`config.mk`:
```
export PLATFORM = sky130hd
export DESIGN_NAME = sram_arbiter
export DESIGN_NICKNAME = d
export VERILOG_FILES = /design/src/rtl/sram_arbiter.sv
export SDC_FILE = /design/constraint.sdc
export NUM_CORES = 1
export LEC_CHECK = 0
export ABC_AREA = 1
export CAP_MARGIN = 20
export CORE_ASPECT_RATIO = 1.25
export CORE_MARGIN = 2
export CORE_UTILIZATION = 40
export DETAILED_ROUTE_END_ITERATION = 8
export PLACE_DENSITY_LB_ADDON = 0.05
export SLEW_MARGIN = 40
export SYNTH_ARGS = -nofsm -noshare
export SYNTH_HDL_FRONTEND = slang
export SYNTH_SLANG_ARGS = --single-unit
```
`constraint.sdc`:
```
create_clock -name clk -period 1.5 [get_ports clk]
set_clock_uncertainty 0.15 [all_clocks]
set_input_delay 0.3 -clock clk [delete_from_list [all_inputs] [get_ports clk]]
set_output_delay 0.3 -clock clk [all_outputs]
set_load 0.02 [all_outputs]
```
`src/rtl/sram_arbiter.sv`:
```
// sram_arbiter: shares one 8-bit asynchronous SRAM between the video fetcher
// (V, read-only, priority) and the CPU (C, read/write). Each access runs for a
// fixed number of ACCESS clocks and then one DONE clock that carries the ack.
// A burst limit lets C in after MAX_VIDEO_BURST consecutive V grants made
// while C was waiting.
module sram_arbiter #(
    parameter int unsigned ACCESS_CYCLES   = 2,
    parameter int unsigned MAX_VIDEO_BURST = 3
) (
    input  logic        clk,
    input  logic        rst_n,
    input  logic        v_req,
    input  logic [20:0] v_addr,
    output logic        v_ack,
    output logic [7:0]  v_rdata,
    input  logic        c_req,
    input  logic        c_we,
    input  logic [20:0] c_addr,
    input  logic [7:0]  c_wdata,
    output logic        c_ack,
    output logic [7:0]  c_rdata,
    output logic [20:0] sram_addr,
    input  logic [7:0]  sram_data_in,
    output logic [7:0]  sram_data_out,
    output logic        sram_data_oe,
    output logic        sram_we_n,
    output logic        busy
);

    localparam int unsigned ADDR_W = 21;
    localparam int unsigned DATA_W = 8;
    localparam int unsigned CNT_W  = 4;

    localparam logic [1:0] IDLE   = 2'd0;
    localparam logic [1:0] ACCESS = 2'd1;
    localparam logic [1:0] DONE   = 2'd2;

    logic [1:0]        state_q, state_d;
    logic [CNT_W-1:0]  cyc_q, cyc_d;
    logic [CNT_W-1:0]  burst_q, burst_d;
    logic              gnt_c_q, gnt_c_d;
    logic              gnt_we_q, gnt_we_d;

    logic [ADDR_W-1:0] addr_d;
    logic [DATA_W-1:0] dout_d;
    logic              oe_d;
    logic              we_n_d;
    logic              v_ack_d, c_ack_d;
    logic [DATA_W-1:0] v_rdata_d, c_rdata_d;
    logic              busy_d;

    logic              c_wins_c;
    logic              last_cyc_c;

    // Arbitration: C only wins when V is absent or the V burst limit is reached
    assign c_wins_c   = c_req && (!v_req || (burst_q == CNT_W'(MAX_VIDEO_BURST)));
    assign last_cyc_c = (cyc_q == CNT_W'(ACCESS_CYCLES - 1));

    // Next-state and next-output computation for every registered output
    always_comb begin
        state_d   = state_q;
        cyc_d     = cyc_q;
        burst_d   = burst_q;
        gnt_c_d   = gnt_c_q;
        gnt_we_d  = gnt_we_q;
        addr_d    = sram_addr;
        dout_d    = sram_data_out;
        oe_d      = sram_data_oe;
        we_n_d    = 1'b1;
        v_ack_d   = 1'b0;
        c_ack_d   = 1'b0;
        v_rdata_d = v_rdata;
        c_rdata_d = c_rdata;

        case (state_q)
            IDLE: begin
                oe_d = 1'b0;
                if (v_req || c_req) begin
                    state_d = ACCESS;
                    cyc_d   = '0;
                    if (c_wins_c) begin
                        gnt_c_d  = 1'b1;
                        gnt_we_d = c_we;
                        addr_d   = c_addr;
                        dout_d   = c_wdata;
                        oe_d     = c_we;
                        burst_d  = '0;
                    end else begin
                        gnt_c_d  = 1'b0;
                        gnt_we_d = 1'b0;
                        addr_d   = v_addr;
                        burst_d  = c_req ? (burst_q + CNT_W'(1)) : '0;
                    end
                end
            end
            ACCESS: begin
                if (last_cyc_c) begin
                    // WE rises here while oe stays up so write data is held into DONE
                    state_d = DONE;
                    if (gnt_c_q) begin
                        c_ack_d = 1'b1;
                        if (!gnt_we_q) begin
                            c_rdata_d = sram_data_in;
                        end
                    end else begin
                        v_ack_d   = 1'b1;
                        v_rdata_d = sram_data_in;
                    end
                end else begin
                    cyc_d  = cyc_q + CNT_W'(1);
                    we_n_d = ~gnt_we_q;
                end
            end
            DONE: begin
                oe_d    = 1'b0;
                state_d = IDLE;
            end
            default: begin
                oe_d    = 1'b0;
                state_d = IDLE;
            end
        endcase

        busy_d = (state_d != IDLE);
    end

    // State and output registers; reset forces the bus safe immediately
    always_ff @(posedge clk or negedge rst_n) begin
        if (!rst_n) begin
            state_q       <= IDLE;
            cyc_q         <= '0;
            burst_q       <= '0;
            gnt_c_q       <= 1'b0;
            gnt_we_q      <= 1'b0;
            sram_addr     <= '0;
            sram_data_out <= '0;
            sram_data_oe  <= 1'b0;
            sram_we_n     <= 1'b1;
            v_ack         <= 1'b0;
            c_ack         <= 1'b0;
            v_rdata       <= '0;
            c_rdata       <= '0;
            busy          <= 1'b0;
        end else begin
            state_q       <= state_d;
            cyc_q         <= cyc_d;
            burst_q       <= burst_d;
            gnt_c_q       <= gnt_c_d;
            gnt_we_q      <= gnt_we_d;
            sram_addr     <= addr_d;
            sram_data_out <= dout_d;
            sram_data_oe  <= oe_d;
            sram_we_n     <= we_n_d;
            v_ack         <= v_ack_d;
            c_ack         <= c_ack_d;
            v_rdata       <= v_rdata_d;
            c_rdata       <= c_rdata_d;
            busy          <= busy_d;
        end
    end

endmodule

```
After elaboration in Yosys (flattened, before gate mapping)
Cells that the tools add are included.
{"block": "totals", "register_bits": 62, "latch_bits": 0, "ram_bits": 0, "rom_bits": 0, "input_bits": 63, "out_inout_bits": 50, "elab_cells": 56, "mem_count": 0}
{"block": "op_classes", "n_addsub": 2, "mul": 0, "n_div": 0, "n_lt_le_gt_ge": 0, "eq_ne": 5, "shift": 0, "muxes": 21, "bitwise_logic": 2, "reduce_logical": 12}
{"op": "21-bit 2-to-1 mux", "n": 1}
{"op": "4-bit 2-to-1 mux", "n": 4}
{"op": "1-bit 2-to-1 mux", "n": 11}
{"op": "3-bit AND reduction", "n": 3}
{"op": "4-bit by 1-bit adder with 4-bit output (second input constant)", "n": 2}
{"op": "4-bit one-hot mux with 2 select lines", "n": 1}
{"op": "4-bit by 1-bit equality test with 1-bit output (second input constant)", "n": 1}
{"op": "4-bit by 2-bit equality test with 1-bit output (second input constant)", "n": 1}
{"op": "2-bit 2-to-1 mux", "n": 2}
{"op": "2-bit != test (second input constant)", "n": 2}
{"op": "2-bit one-hot mux with 2 select lines", "n": 1}
{"op": "4-bit AND reduction", "n": 1}
{"op": "2-bit nonzero test", "n": 2}
{"op": "2-bit by 1-bit equality test with 1-bit output (second input constant)", "n": 1}
{"op": "2-bit logical NOT", "n": 1}
{"op": "1-bit logical OR", "n": 2}
{"op": "1-bit inverter", "n": 2}
{"op": "1-bit one-hot mux with 2 select lines", "n": 1}
{"op": "2-bit AND reduction", "n": 1}
{"op": "1-bit logical AND", "n": 1}
{"op": "1-bit logical NOT", "n": 1}

Longest topological paths before layout
{"block": "depth", "word_depth": 6, "ltp_mapped": 8, "mapped_depth_nobuf": 8}

Worst setup path before layout
OpenSTA, ideal clock, no wires.
{"block": "synth_timing", "kind": "register to register", "startpoint": "reg cyc_q[1]", "endpoint": "reg c_rdata[0]", "setup_time_ns": 0.065, "t_arrival_ns": 1.232, "t_required_ns": 1.285, "path_slack_ns": 0.053, "path_stages_with_launch": 7, "path_buffers": 0, "path_cell_list": "dfrtp_1 -> inv_1 -> ha_1 -> nand4_2 -> nor2_8 -> nand2_1 -> nand2_1"}
{"block": "synth_between", "elab_chain_cells": 2}
{"item": "from (decl)", "line_no": "39", "text": "logic [CNT_W-1:0] cyc_q, cyc_d;"}
{"item": "from (signal assigned)", "line_no": "146", "text": "cyc_q <= cyc_d;"}
{"item": "4-bit by 1-bit equality test with 1-bit output", "line_no": "57", "text": "assign last_cyc_c = (cyc_q == CNT_W'(ACCESS_CYCLES - 1));"}
{"item": "4-bit AND reduction (no line)"}
{"item": "to (signal assigned)", "line_no": "157", "text": "c_rdata <= c_rdata_d;"}
{"item": "to (decl)", "line_no": "21", "text": "output logic [7:0] c_rdata,"}
No other way between the ends.
A chain may end at the register's enable or synchronous reset.

Final worst setup path
{"block": "layout_timing", "startpoint": "reg sram_addr[8]", "endpoint": "out sram_addr[8]"}
{"item": "from (decl)", "line_no": "22", "text": "output logic [20:0] sram_addr,"}
{"item": "from (signal assigned)", "line_no": "150", "text": "sram_addr <= addr_d;"}
No word-level cell between the ends.

==> summary.txt <==
Timing
  • Period utilisation layout: 97.66%
  • Fmax achieved: 682.6 MHz
  • Worst-Margin Slew: 0.3372 ns
  • Relative slew slack: 77.52%
  • Final WS setup: 0.03503 ns
  • Endpoints failing setup: 0
  • RSZ-0062 raised after global routing: yes
  • Final Max Slew Viols: 0
  • Fin. Hold Viols: 0
  • Final period demand of the worst path: 1.465 ns

Floorplanning
  • Die Footprint: 8057 um^2
  • Starting Density: 41.64%
  • Core area: 7062 um^2
  • Die height: 99.86 um
  • Die Wd: 80.69 um
  • Boundary Pins: 113
  • Std-Cell Rows: 34

Clocking
  • Worst skew pair latency: 0.33 ns
  • Clock Sinks: 62
  • CTS root buf: clkbuf_8
  • TritonCTS clock tree: done
  • Setup Buffers After CTS: 0
  • Total CTS buffers: 9
  • Clk pin slew, worst setup/hold paths: 0.07 ns
  • H-tree Lvls: 3
  • CTS Buffer Depth: 2

Placement
  • Final Wtd Congestion: 0.7844
  • DP Worst Slack: -0.2523 ns
  • Placed Cells: 573
  • Dpl hpwl: 5276 um
  • I/O Buffers: 112

Final layout
  • Final net count: 563
  • Syn-to-layout area delta: 52.64%
  • Commonest non-fill, non-tap cell in the layout: nand2_1
  • Most frequent cells in the layout: nand2_1 (123), dfrtp_1 (61), clkdlybuf4s50_1 (60)
  • Layout cells sized above 1: 16.73%
  • Antenna diodes: 0
  • Final cell count without fillers: 592

Worst setup path
  • CP top delay family: flip-flops
  • Worst Path Arrival: 1.01 ns
  • Critical path type: reg2out
  • Worst Path Buf+Inv: 1
  • CP endpoint kind: output port
  • Critical Path RT: 1.05 ns
  • CP startpoint kind: register
  • CP max-delay cell: dfrtp_1
  • Crit-path max cell delay: 0.38 ns
  • Cell chain of the critical path: clkdlybuf4s15_1
  • Worst Path Max Fanout: 2

Synthesis
  • Post-Syn Instances: 364
  • Yosys cell types: 26
  • Fraction of the mapped netlist area in adder cells: 1.277%
  • Synthesized Nets: 430
  • Synth Area in XOR/XNOR: 0.2979%
  • Compound-Gate Fraction of Synth Area: 4.851%
  • Sequential area share after synthesis: 52.81%
  • Synth Area per Inst: 8.078 um^2
  • Simple-gate portion of the synthesized area: 29.32%
  • Proportion of synthesized area in mux cells: 0%
  • Post-Synthesis Cell Area: 2940 um^2
  • Yosys warns: 0
  • Largest family of logic cells by synthesized area: simple AND/OR/NAND/NOR gates
  • Flop and latch count out of synthesis: 62

Route
  • WL/cell: 12.57 um
  • DRC errors left: 0
  • Initial DRC count: 136
  • Post-route ant nets: 0
  • Via density per instance: 4.635
  • Vias post-DR: 2744
  • Drt pass-1 iters: 4
  • WL final: 7440 um

Flow run
  • Max-cap violation count: 0

Global routing
  • First-pass GRT wire length: 12340 um
  • Total GRT Usage: 19.72%
  • Vias in the first global route: 2757
  • Largest net degree at the start of global routing: 63
  • Initial antenna violation count: 0
  • GR Overflow Total: 0

Pwr
  • Worst IR Drop VDD: 0.001269 V
  • Power Density: 1891 nW/um^2
  • Leak: 2.391 nW

Outcome
  • Status: finished, final reports clean

Worst hold path
  • Hold Path Class: reg2reg
[sequential cells by signal, summed over array words and instances, names as in the netlist, 2 cells and up]
| name | cells |
|---|---|
| v_rdata | 8 |
| c_rdata | 8 |
| sram_addr | 21 |
| cyc_q | 4 |
| burst_q | 4 |
| sram_data_out | 8 |
| state_q | 2 |
[routing by layer]
metal	part of all wire (%)	wire length, um	global-route usage, %
met5	0	0	0
met4	2.6	193	10.17
met3	6.9	516	4.676
met2	49	3679	32.18
met1	41	3050	24.19
[cell usage after synthesis]
| cell | number | area share [%] |
|---|---|---|
| inv_2 | 4 | 0.51 |
| nand3_4 | 1 | 0.60 |
| nand3_2 | 1 | 0.34 |
| o21ai_1 | 20 | 3.4 |
| inv_1 | 58 | 7.4 |
| xor2_1 | 1 | 0.30 |
| dfrtp_1 | 61 | 52 |
| buf_6 | 4 | 1.5 |
| nand4_1 | 2 | 0.43 |
| dfstp_2 | 1 | 0.89 |
| inv_4 | 1 | 0.21 |
| buf_2 | 6 | 1.0 |
| nor2_8 | 1 | 0.68 |
| nor2_2 | 2 | 0.43 |
| o22ai_1 | 1 | 0.21 |
| nand2_1 | 126 | 16 |
| o21ai_4 | 1 | 0.55 |
| ha_1 | 3 | 1.3 |
| nor2_1 | 6 | 0.77 |
| nand4_2 | 1 | 0.43 |
| buf_4 | 2 | 0.51 |
| clkbuf_1 | 2 | 0.26 |
| nand2_2 | 4 | 0.85 |
| o21ai_0 | 4 | 0.68 |
| nand3_1 | 50 | 8.5 |
| or2_1 | 1 | 0.21 |
[where the power goes]
| group | internal, W | switching, W |
|---|---|---|
| combinational | 0.00170 | 0.00251 |
| sequential | 0.00245 | 0.000419 |
| clock | 0.000754 | 0.000651 |
| total | 0.00490 | 0.00358 |
[logic make-up after synthesis]
family | count (synthesis)
AND/OR/NAND/NOR | 195
buffers and inverters | 77
flip-flops | 62
AO/OA/AOI/OAI | 26
adder cells (fa/ha/maj) | 3
XOR/XNOR | 1
[stage by stage]
step                total power [W]  cell area (um^2)  setup TNS, ns  utilization [%]  hold WS (ns)
finish                     0.008486              4488              0            63.55        0.2942
floorplan                  0.005308              2940              0                -       -0.1456
global placement           0.007298              4292         -7.300            60.77        0.1869
detailed placement         0.007394              4292         -9.284            60.77        0.1868
CTS                        0.008563              4507              0            63.82        0.2972
global route               0.009156              4488       -0.09677            63.55        0.3132
[area by class of cell]
type | count | area (um^2)
fillers | 639 | 2574
flip-flops and latches | 62 | 1553
repair buffers | 134 | 1262
multi-input cells | 227 | 1130
inverters | 63 | 241.5
clock buffers | 9 | 123.9
well taps | 90 | 112.6
clock inverters | 7 | 65.06
[worst paths after layout]
check,from,to,slack (ns),depth (start not counted)
setup / recovery,sram_addr[8]$_DFFE_PN0P_,sram_addr[8],0.04,1
max in group asynchronous,rst_n,sram_we_n$_DFF_PN1_,0.54,3
setup reg to reg,burst_q[0]$_DFFE_PN0P_,sram_addr[0]$_DFFE_PN0P_,0.09,8
min in group asynchronous,rst_n,sram_addr[20]$_DFFE_PN0P_,0.34,3
hold reg to reg,gnt_we_q$_DFFE_PN0P_,sram_we_n$_DFF_PN1_,0.29,1
hold / removal,gnt_we_q$_DFFE_PN0P_,sram_we_n$_DFF_PN1_,0.29,1
[repair_timing]
action / 4_1_cts / 5_1_grt
endpoints found under the setup margin: 61 / 83
hold buffers: 1 / 0
gates resized for setup: 91 / 48
pin swaps: 0 / 0
gates cloned: 1 / 1
endpoints found under the hold margin: 61 / 0
Power figures use the tool's default switching activity.
==> RTL edit 1: new RTL, same settings <==
`sram_addr`, `sram_data_out`, `v_rdata` and `c_rdata` no longer have a reset.
--- a/src/rtl/sram_arbiter.sv
+++ b/src/rtl/sram_arbiter.sv
@@ -134,4 +134,2 @@
             gnt_we_q      <= 1'b0;
-            sram_addr     <= '0;
-            sram_data_out <= '0;
             sram_data_oe  <= 1'b0;
@@ -140,4 +138,2 @@
             c_ack         <= 1'b0;
-            v_rdata       <= '0;
-            c_rdata       <= '0;
             busy          <= 1'b0;
@@ -149,4 +145,2 @@
             gnt_we_q      <= gnt_we_d;
-            sram_addr     <= addr_d;
-            sram_data_out <= dout_d;
             sram_data_oe  <= oe_d;
@@ -155,4 +149,2 @@
             c_ack         <= c_ack_d;
-            v_rdata       <= v_rdata_d;
-            c_rdata       <= c_rdata_d;
             busy          <= busy_d;
@@ -161,2 +153,9 @@
 
+    always_ff @(posedge clk) begin
+        sram_addr     <= addr_d;
+        sram_data_out <= dout_d;
+        v_rdata       <= v_rdata_d;
+        c_rdata       <= c_rdata_d;
+    end
+
 endmodule
Function: changed (a bounded check fails within 4 cycles, from zero or initial values and one cycle with rst_n low).
==> RTL edit 1 against the original RTL <==
- the run now ends with negative setup slack left
- via count fell by 24%
- sequential cell count stayed put
- power fell by 20%
- first-iteration DRC count decreased by 22%
- final area decreased by 2.3%
- routed wire length decreased by 18%
- area after synthesis decreased by 14%
- worst setup slack lost 60 ps
- largest power group is now sequential cells
==> RTL edit 1: results (changes against the original RTL) <==
Status
  • Outcome: finished with violations
  • Failing checks: negative setup slack

STA
  • # setup viols final: 8 (+8)
  • Hold_ws: 123 ps (-171 ps)
  • Final Worst Setup Slack: -24.7 ps (-59.7 ps)
  • Actual slew at the worst max-slew pin: 280 ps (-57.1 ps)

Pwr
  • Cell Int Power: 4.53 mW (-7.6%)
  • Logic pwr share: 35.7% (-14 points)
  • Pleak: 1.86 nW (-22%)
  • Maximum VDD drop: 0.953 mV (-25%)
  • Reg power frac: 37.9% (+4.1 points)

Route
  • Wirelength per Cell: 13.5 um (+7.2%)
  • DRT iter0 DRCs: 106 (-22%)
  • Via-to-Cell Ratio: 4.63 (about the same)
  • M1 wire length: 2350 um (-23%)
  • Max Used Layer: met4
  • Detail Route met2 WL: 3150 um (-14%)
  • Met3 wire length: 402 um (-22%)
  • Total Routed Length: 6090 um (-18%)

Setup path
  • WP data arrival: 1430 ps (+420 ps)
  • Crit Reg-Reg Startpoint: cyc_q[1]$_DFFE_PN0P_
  • Worst R2R Path Depth: 7 (-1)
  • Worst-path fanout max: 8 (+6)
  • FF-to-FF End: c_rdata[5]$_DFFE_PP_

Synth
  • Post-synth EDFFs: 45 (+45)
  • Syn_nets: 281 (-35%)
  • Ys flop type: edfxtp_1
  • Most frequent cells after synthesis: 69 x nand2_1, 45 x edfxtp_1, 30 x nand3_1
  • Async S/R FF share, synth: 27.4% (-73 points)
  • Syn avg cell area: 11.7 sq um (+45%)
  • Seq/Total Area, Yosys: 70.5% (+18 points)
  • Synth top area cells: edfxtp_1 54%, dfrtp_1 16%, nand2_1 10%
  • Yosys cell types: 22 (-15%)

GRT
  • M1 GR Usage: 21.3% (-2.9 points)
  • Met2 GRT Util: 28.9% (-3.2 points)
  • Largest net degree at the start of global routing: 22 (-65%)
  • GRT Overall Usage: 18.1% (-1.6 points)
  • Vias in the first global route: 2022 (-27%)
  • Global-route wire length before repair: 9250 um (-25%)

Min path
  • HP Class: input port to asynchronous set/reset pin

Clocking
  • Worst-path clk slew: 70 ps (about the same)

Cells and area
  • Final nets: 428 (-24%)
  • Layout cells sized above 1: 29.7% (+13 points)
  • Max reg flops: 21 (unchanged)
  • Reg with most FFs: sram_addr

Place
  • DP Wirelength: 4250 um (-19%)
  • Placed Instances: 428 (-25%)
  • Placer Congestion: 0.768 (-2.2%)
[RTL edit 1: per-stage QoR]
stage	TNS (ps)	cell area, sq um	setup slack (ps)	utilization, %	power [mW]
floorplan	-1110	2570	-75.0	-	3.79
global placement	-14400	3960	-300	64.6	4.96
detailed placement	-16000	3960	-334	64.6	5.01
CTS	-489	4220	-41.8	68.9	6.70
global route	-1610	4390	-108	71.6	7.12
finish	-170	4390	-24.7	71.6	6.75
[RTL edit 1: worst max-delay path by stage]
stage	from	cells after the start	to	slack, ps
global route	cyc_q[1]$_DFFE_PN0P_	7	c_rdata[5]$_DFFE_PP_	-110
detailed placement	c_req	6	sram_data_out[0]$_DFFE_PP_	-330
CTS	cyc_q[1]$_DFFE_PN0P_	7	c_rdata[2]$_DFFE_PP_	-40
floorplan	burst_q[0]$_DFFE_PN0P_	6	sram_data_out[0]$_DFFE_PP_	-80
global placement	c_req	6	sram_data_out[0]$_DFFE_PP_	-300
finish	cyc_q[1]$_DFFE_PN0P_	7	c_rdata[5]$_DFFE_PP_	-20
[RTL edit 1: kinds of logic (layout without fill, tap and decap cells)]
family | Yosys count | after routing | share of synthesized area, %
fa+ha+maj | 3 | 3 | 1.49
flops | 62 | 62 | 70.5
xor+xnor | 1 | 1 | 0.347
simple gates | 123 | 124 | 22.0
compound gates | 4 | 4 | 0.942
buf+inv | 22 | 173 | 4.76
[RTL edit 1: cell type report]
class,count,area (sq um)
Clock inverter,7,123
Multi-Input combinational cell,132,811
Inverter,14,52.6
Clock buffer,9,124
Fill cell,443,1740
Sequential cell,62,1780
Tap cell,85,106
Timing Repair Buffer,143,1390
[RTL edit 1: timing repair]
action	4_1_cts	5_1_grt
gates cloned	1	1
gates resized for setup	75	79
pin swaps	5	3
setup buffers	6	0
setup endpoints to repair	87	82
==> RTL edit 2: new RTL, config.mk and constraints unchanged <==
Made on the original files. Make the reset (`rst_n`) synchronous in one clocked block. Comments in the files are not updated.
--- a/src/rtl/sram_arbiter.sv
+++ b/src/rtl/sram_arbiter.sv
@@ -127,3 +127,3 @@
     // State and output registers; reset forces the bus safe immediately
-    always_ff @(posedge clk or negedge rst_n) begin
+    always_ff @(posedge clk) begin
         if (!rst_n) begin
Behaviour: differs if rst_n is asserted again (counterexample within 4 cycles, from zero or initial values and one cycle with rst_n low); with rst_n held inactive, the same outputs for 10 cycles.
==> RTL edit 2 against the original RTL <==
- critical path depth stayed put
- routed wire length is 4.2% higher
- sequential cell count stayed put
- area after synthesis is 3.2% higher
- worst setup slack worse by 6.8 ps
- final area is 4.0% higher
Power is not compared: it rests on default switching activity, and its combinational part moved more than twofold at a synthesized area within 25%.
==> RTL edit 2: results (changes against the original RTL) <==
Status
  • Outcome: complete, no violations

GRT
  • Global-route wire length before repair: 12200 um (-0.96%)
  • GRT Overall Usage: 19.1% (-0.65 points)
  • Largest net degree at the start of global routing: 30 (-52%)
  • Vias in the first global route: 2851 (+3.4%)

Synth
  • Syn avg cell area: 6.73 sq um (-17%)
  • Synth top area cells: dfxtp_1 41%, nand2_1 14%, nand3_1 11%
  • Seq/Total Area, Yosys: 40.9% (-12 points)
  • Most frequent cells after synthesis: 114 x nand2_1, 86 x inv_1, 68 x nand3_1
  • Async S/R FF share, synth: 0% (-100 points)
  • Yosys cell types: 27 (+3.8%)
  • Syn_nets: 517 (+20%)

STA
  • Slew headroom: 78.8% (+1.3 points)

Cells and area
  • Layout cells sized above 1: 12.6% (-4.2 points)
  • Final nets: 650 (+15%)
  • FF/Latch Area: 0.00124 sq mm (-20%)
  • Fill cell count: 711 (+11%)

Route
  • Total Routed Length: 7750 um (+4.2%)
  • Wirelength per Cell: 11.4 um (-9.4%)
  • Via-to-Cell Ratio: 4.60 (-0.81%)
  • DRT iter0 DRCs: 86 (-37%)

Setup path
  • Crit-path slowest cell: dfxtp_1
  • Max incr delay on CP: 340 ps (-40 ps)
  • CP startpoint: sram_addr[6]$_SDFFE_PN0P_
  • Crit Reg-Reg Startpoint: state_q[0]$_SDFF_PN0_

Place
  • Pre-CTS setup slack: -467 ps (-214 ps)
  • DP Wirelength: 5540 um (+5.1%)
  • Placed Instances: 658 (+15%)
  • DP Area: 0.00433 sq mm (+0.99%)
  • Placer Congestion: 0.741 (-5.5%)

Clocking
  • Worst skew pair latency: 350 ps (+20 ps)
  • Worst-path clk slew: 70 ps (about the same)

Min path
  • Hold_sp: sram_addr[1]$_SDFFE_PN0P_
-- RTL edit 2: cell families (layout without fill, tap and decap cells) --
kind of cell	count (synthesis)	in the layout	synth area share [%]
and+or+nand+nor	260	263	39.0
buffers and inverters	112	247	15.8
DFF	62	62	40.9
xor gates and xnor gates	1	1	0.289
AOI/OAI and AO/OA	13	13	2.72
adders and majority gates	3	3	1.24
-- RTL edit 2: routing by layer --
layer | vias up | wire, um | track usage (%)
li1 | 1635 | - | -
met1 | 1400 | 3190 | 20.0
met2 | 82 | 3990 | 35.7
met3 | 14 | 409 | 3.39
met4 | 0 | 156 | 9.36
met5 | - | 0 | 0
-- RTL edit 2: repair_timing --
action                     in CTS  in global routing
gates cloned                    1                  2
gates resized for setup        56                 39
setup endpoints to repair      81                 75
buffers inserted                0                  4
pin swaps                       0                  5
-- RTL edit 2: power groups by stage --
stage / Clock [mW] / Sequential (mW) / Combinational, mW
after floorplan: 0 / 1.98 / 0.431
after global placement: 0 / 1.86 / 1.03
after detailed placement: 0 / 1.86 / 1.04
after CTS: 2.01 / 1.82 / 0.985
after global routing: 2.08 / 1.83 / 1.14
final: 1.98 / 1.82 / 1.04
-- RTL edit 2: area by class of cell --
| type | count | area share [%] |
|---|---|---|
| multi-input cells | 280 | 29.6 |
| repair buffers | 139 | 28.1 |
| flip-flops and latches | 62 | 26.6 |
| inverters | 92 | 7.40 |
| clock inverters | 7 | 3.14 |
| clock buffers | 9 | 2.65 |
| well taps | 92 | 2.47 |
-- RTL edit 2: final timing paths --
kind                                             endpoint  slack (ps)  cells after the start
worst max-delay path                         sram_addr[6]          30                      1
worst min-delay path            sram_addr[1]$_SDFFE_PN0P_         300                      2
worst max register to register    c_rdata[1]$_SDFFE_PN0P_          60                      7
worst min register to register  sram_addr[1]$_SDFFE_PN0P_         300                      2
